===== config.mk =====
export PLATFORM = sky130hd
export DESIGN_NAME = seq_detect_mealy_param
export DESIGN_NICKNAME = d
export VERILOG_FILES = /design/src/rtl/seq_detect_mealy_param.sv
export SDC_FILE = /design/constraint.sdc
export NUM_CORES = 1
export LEC_CHECK = 0
export ABC_AREA = 1
export CORE_UTILIZATION = 30
export CTS_BUF_LIST = sky130_fd_sc_hd__clkbuf_2 sky130_fd_sc_hd__clkbuf_4 sky130_fd_sc_hd__clkbuf_8
export DETAILED_ROUTE_END_ITERATION = 12
export GPL_ROUTABILITY_DRIVEN = 0
export PLACE_DENSITY_LB_ADDON = 0.12
export SLEW_MARGIN = 40
export SYNTH_ARGS = -nofsm -noshare
export SYNTH_HDL_FRONTEND = slang
export SYNTH_SLANG_ARGS = --single-unit

===== constraint.sdc =====
create_clock -name clk -period 1.7 [get_ports clk]
set_input_delay 0.34 -clock clk [delete_from_list [all_inputs] [get_ports clk]]
set_output_delay 0.34 -clock clk [all_outputs]
set_load 0.005 [all_outputs]

===== src/rtl/seq_detect_mealy_param.sv =====
// Mealy serial-pattern detector with a runtime-loadable PAT_W-bit pattern,
// overlapping/non-overlapping detection and a saturating match counter.
module seq_detect_mealy_param #(
    parameter int               PAT_W    = 4,
    parameter logic [PAT_W-1:0] PAT_INIT = 4'b1011,
    parameter int               CNT_W    = 8
) (
    input  logic             clk,
    input  logic             rst,
    input  logic             din_valid,
    input  logic             din_bit,
    input  logic             overlap_en,
    input  logic             pat_load,
    input  logic [PAT_W-1:0] pat_in,
    input  logic             cnt_clr,
    output logic             dout_bit,
    output logic [CNT_W-1:0] match_cnt,
    output logic [PAT_W-1:0] pattern
);

    localparam int               FILL_W   = $clog2(PAT_W);
    localparam logic [FILL_W-1:0] FILL_MAX = FILL_W'(PAT_W - 1);
    localparam logic [CNT_W-1:0]  CNT_MAX  = '1;

    logic [PAT_W-2:0]  hist_q, hist_d;
    logic [FILL_W-1:0] fill_q, fill_d;
    logic [PAT_W-1:0]  pat_q, pat_d;
    logic [CNT_W-1:0]  cnt_q, cnt_d;
    logic [PAT_W-1:0]  window;
    logic              accept;

    assign window = {hist_q, din_bit};
    assign accept = din_valid & ~pat_load;

    // State register
    always_ff @(posedge clk or negedge rst) begin
        if (!rst) begin
            pat_q  <= PAT_INIT;
            hist_q <= '0;
            fill_q <= '0;
            cnt_q  <= '0;
        end else begin
            pat_q  <= pat_d;
            hist_q <= hist_d;
            fill_q <= fill_d;
            cnt_q  <= cnt_d;
        end
    end

    // Next-state logic; a pattern load restarts detection and drops the bit
    always_comb begin
        pat_d  = pat_q;
        hist_d = hist_q;
        fill_d = fill_q;
        cnt_d  = cnt_q;
        if (pat_load) begin
            pat_d  = pat_in;
            hist_d = '0;
            fill_d = '0;
        end else if (din_valid) begin
            if (dout_bit && !overlap_en) begin
                hist_d = '0;
                fill_d = '0;
            end else begin
                hist_d = window[PAT_W-2:0];
                if (fill_q != FILL_MAX) begin
                    fill_d = fill_q + 1'b1;
                end
            end
        end
        if (cnt_clr) begin
            cnt_d = '0;
        end else if (dout_bit && cnt_q != CNT_MAX) begin
            cnt_d = cnt_q + 1'b1;
        end
    end

    // Mealy output: flags the completing bit in the same cycle
    always_comb begin
        dout_bit = 1'b0;
        if (rst && accept && fill_q == FILL_MAX && window == pat_q) begin
            dout_bit = 1'b1;
        end
    end

    assign match_cnt = cnt_q;
    assign pattern   = pat_q;

endmodule


* After elaboration in Yosys (flattened, before gate mapping)
Cells that the tools add are included.
Widths: inputs -> output; s select.
** Storage, ports and cells
- Register bits :: 17
- Bits of input ports :: 11
- Output and inout port bits :: 13
- Logic and storage cells :: 32
** Operators by class
- Add/subtract/negate cells :: 2
- Equal/unequal tests :: 4
- Mux-type cells :: 10
- Bitwise logic cells :: 2
- Reductions and logical operators :: 10
** Operators with widths (number)
- $mux 8 :: 2
- $mux 3 :: 3
- $add 8x1->8 const B :: 1
- $mux 2 :: 4
- $ne 8x8->1 const B :: 1
- $logic_and 1x1->1 :: 5
- $eq 4x4->1 :: 1
- $reduce_bool 2->1 :: 2
- $reduce_bool 3->1 :: 1
- $add 2x1->2 const B :: 1
- $eq 2x2->1 const B :: 1
- $ne 2x2->1 const B :: 1
- $reduce_and 2->1 :: 1
- $and 1x1->1 :: 1
- $logic_not 1->1 :: 1
- $mux 1 :: 1
- $not 1->1 :: 1

* Depth between registers and ports, before layout
- Depth after elaboration :: 10
- Mapped depth :: 10
- Depth with buffers taken out :: 10

* Least setup slack after synthesis
OpenSTA, ideal clock, no wires.
- Kind :: register to register
- Start point :: reg pat_q[0] (netlist: pattern[0])
- End point :: reg cnt_q[6] (netlist: match_cnt[6])
- Library setup time :: 0.118 ns
- Arrival :: 1.328 ns
- Required time :: 1.582 ns
- Path slack :: 0.255 ns
- Stages on the path, launching flop included :: 10
- Buffers on the path :: 0
- Period minus slack after synthesis :: 1.445 ns
- Cells stage by stage :: dfstp_2 > inv_2 > nand2_1 > nand2_1 > nor2_4 > nand3_4 > nor2_4 > nand2_2 > nor2_1 > nor2_2
** Between the ends
- Longest elaborated chain between the ends :: 5
** Ends and longest elaborated chain
- start: declaration :: line 27 : logic [PAT_W-1:0] pat_q, pat_d;
- start signal: assignment :: line 43 : pat_q <= pat_d;
- $eq 4x4->1 :: line 81 : if (rst && accept && fill_q == FILL_MAX && window == pat_q) begin
- $logic_and 1x1->1 :: line 81
- $mux 1 :: line 81
- $logic_and 1x1->1 :: line 73 : end else if (dout_bit && cnt_q != CNT_MAX) begin
- $reduce_bool 2->1 (no line)
- end signal: assignment :: line 46 : cnt_q <= cnt_d;
- end: declaration :: line 28 : logic [CNT_W-1:0] cnt_q, cnt_d;
Every way passes these cells.
A chain may end at the register's enable or synchronous reset.

* Worst setup path after layout
- Start point :: reg pat_q[1] (netlist: pattern[1])
- End point :: out dout_bit
** Between the ends
- Longest elaborated chain between the ends :: 3
** Ends and longest elaborated chain
- $eq 4x4->1 :: line 81
- $logic_and 1x1->1 :: line 81
- $mux 1 :: line 81
- end: declaration :: line 16 : output logic dout_bit,
Every way passes these cells.

==> summary by stage <==
Clock network
The clock sink count is 17. The number of levels in the clock H-tree is 1. In this run, CTS created clock tree buffers numbering 3. The clock-pin transition on the worst setup and hold timing paths is 0.12 ns. In this run the deepest clock path goes through 2 buffers.

The CTS tree is built. The later pin in the worst-skew pair is clocked with a latency of around 0.3 ns. The tree is rooted in a sky130_fd_sc_hd__clkbuf_4.

Setup path
The signal arrival time at the worst endpoint is approximately 1.4 ns. The worst setup path is launched from a flip-flop. The cell with the largest stage delay on the worst path is sky130_fd_sc_hd__dfstp_2.

The worst setup path is of the flip-flop to output pin kind. The critical path endpoint category is an output pin. The flop-to-flop setup slack is approximately 0.11 ns. In this design, the largest share of critical-path delay is due to flip-flops. The worst register-to-register path has a depth of 9. The number of buffers and inverters on the critical path is 3. The endpoint of the worst register-to-register path is match_cnt[2].

Of all nets on the critical path, the largest fanout is 2. Traced cell by cell, the critical path runs through buf_6 > inv_4 > nand2_2 > nand4_1 > nor3_2 > buf_2. Data on the critical path is required at its endpoint by between 1 and 1.5 ns. The delay of the slowest critical-path stage is around 0.55 ns. The startpoint of the lowest-slack register-to-register path is match_cnt[0].

Place
The number of placed cells counting well taps is 208. The final HPWL from detailed placement is 1.876 mm. Input and output buffers added on the ports amount to 23. The placed instances occupy a cell area of between 0.001 and 0.0015 mm2.

Yosys
Averaged over all synthesized cells, the footprint is slightly below 8 um2. The number of warnings reported in the yosys synthesis log is 0. The number of flip-flops and latches in the synthesized netlist is 17. The register area share after synthesis is 0.4153. The gate count after technology mapping is ~130.

The synthesized netlist occupies a cell area of approximately 0.0010 mm2. The net count after synthesis is ~140. The number of distinct library cells after synthesis is 24.

Finish
At the end of the flow, the number of nets in the layout was approximately 180. The finished layout holds roughly 210 standard cells, fillers aside. The most common cell after layout, fill and taps aside is sky130_fd_sc_hd__nand2_1. The area occupied by multi-input gates is about 550 um2.

The count of inserted antenna diode cells is 0. The final-layout fill cell count is between 300 and 400. The area growth from synthesis to layout is 41.77%. The finished cells cover 0.001465 mm2. The sequential cell area in the final layout is around 430 um2. In the layout the commonest cells are sky130_fd_sc_hd__nand2_1, sky130_fd_sc_hd__clkdlybuf4s50_1, sky130_fd_sc_hd__inv_1, sky130_fd_sc_hd__dfrtp_1, sky130_fd_sc_hd__o21ai_0.

Of the cells placed in the final design, the portion with a size suffix greater than 1 is 0.2544.

Detailed routing
The per-cell via count in the routed design is 4.540. The detailed-router iteration count before antenna repair is 4. Across all layers, the routed design uses 967 vias.

The DRC marker count from the first detailed-route iteration is 18. Dividing the detail-routed wire length by the instance count gives ~11 um. The count of nets left with antenna violations once routing finished came out at 0.

The final routed wirelength across all metal layers is 2.428 mm. The remaining routing DRC violations is 0.

Global route
The number of global-route vias before repair was between 900 and 1000. The maximum number of pins on one net before global-route repair is 18. In the global route stage, overall resource usage came out at 0.1546.

The wire length of the first global-routing pass is 4.126 mm. The aggregate global routing overflow is 0. The initial antenna violation count is 0.

Power and ir drop
The maximum VDD drop is around 0.30 mV. The analysis attributes to cell leakage a power of slightly below 0.7 nW. Dividing total power by cell area gives a power density of roughly 600 mW/mm2.

Timing
Counting I/O delays and the setup requirement, the final critical path takes between 1.5 and 2 ns. The worst-margin pin slew is around 0.25 ns. Setup violations remaining at the end of the flow were counted as 1.

The number of pins with negative max-slew slack in the final report is 0. Setup slack on the critical path of the routed design comes to -0.01637 ns. In this run the tightest slew margin relative to its limit is 0.8310. The final hold violation count came to 0. Across the routed clock network, the largest skew measured is 0.01397 ns. Setup repair after global routing could not meet its margin everywhere. The upper clock frequency limit is just under 600 MHz. In the finished design, the share of the clock period the worst path needs comes to 1.010.

Floorplanning
The die width is 60.70 um. The core outline area is approximately 0.0032 mm2. 24 I/O pins were placed. The die area is 0.003684 mm2. The initialized floorplan defines 20 standard-cell rows. The initial standard-cell utilization of the core is 0.3278.

In this run the vertical extent of the chip is roughly 60 um.

Run
Max-cap violations in this run came to 0.

Status
The checks that failed: negative setup slack. The flow ran to the end, but the final reports show violations.

Hold path
The tightest min-delay check is of the primary input to asynchronous set/reset pin type.
cell usage after synthesis (all sizes together):
cell	count	area, um2
nor2	13	88.84
or2	1	6.260
dfrtp	14	350.3
buf	1	11.26
ha	2	25.02
nor3	3	20.02
nand3b	1	7.510
dfstp	3	78.83
o21ai	15	78.82
clkinv	1	8.760
nand2	42	162.6
inv	19	71.32
nand4	7	58.81
nand3	7	47.55
xor2	2	17.52
registers in the layout (all words and copies together), names as in the netlist:
name and count:
match_cnt 8, hist_q 3, pattern 4, fill_q 2
what timing repair did:
item,4_1_cts,5_1_grt
pin swaps,2,3
resized for setup,12,8
endpoints found under the setup margin,4,9
buffers inserted,1,0
hold buffers,0,0
how the worst max path moves through the flow:
stage	from	end	cells after the start
after floorplan	pattern[0]	match_cnt[6]	9
after global placement	rst	dout_bit	4
after detailed placement	din_bit	dout_bit	6
after CTS	pattern[1]	dout_bit	6
after global routing	pattern[1]	dout_bit	6
final	pattern[1]	dout_bit	6
area by class of cell:
| type | instances | share of cell area |
|---|---|---|
| repair buffers | 35 | 0.2186 |
| well taps | 44 | 0.03757 |
| flip-flops and latches | 17 | 0.2929 |
| multi-input cells | 93 | 0.3740 |
| clock buffers | 4 | 0.02050 |
| inverters | 20 | 0.05636 |
routing by layer:
metal | vias up | share of wire | global-route usage | wire (um)
met5 | - | 0 | 0 | 0
li1 | 494 | - | - | -
met2 | 23 | 0.47 | 0.2732 | 1150
met1 | 446 | 0.47 | 0.1777 | 1137
met4 | 0 | 0.017 | 0.07792 | 42
met3 | 4 | 0.040 | 0.02985 | 97
report_power, final:
part	total [mW]	switching (mW)	internal [mW]
logic	0.185	0.0935	0.0912
registers	0.447	0.0176	0.429
clock network	0.245	0.138	0.107
metrics by stage:
step | worst slack [ns] | setup TNS, ns | power (mW) | utilization | hold slack (ns)
floorplan | 0.2547 | 0 | 0.5319 | - | 0.04441
global placement | -0.4212 | -2.262 | 0.6234 | 0.4409 | 0.4613
detailed placement | -0.4525 | -2.468 | 0.6272 | 0.4409 | 0.4662
CTS | -0.02004 | -0.02004 | 0.8802 | 0.4540 | 0.2608
global route | -0.07958 | -0.08748 | 0.9307 | 0.4647 | 0.2648
finish | -0.01637 | -0.01637 | 0.8765 | 0.4647 | 0.2367
logic make-up (layout without fill, tap and decap cells):
| family | count (synthesis) | in the layout | synth area share |
|---|---|---|---|
| compound gates | 15 | 15 | 0.07627 |
| fa+ha+maj | 2 | 2 | 0.02421 |
| simple gates | 74 | 74 | 0.3789 |
| buf+inv | 21 | 59 | 0.08838 |
| flops | 17 | 17 | 0.4153 |
| xor+xnor | 2 | 2 | 0.01695 |
No activity file was read; power rests on OpenSTA's default activity.
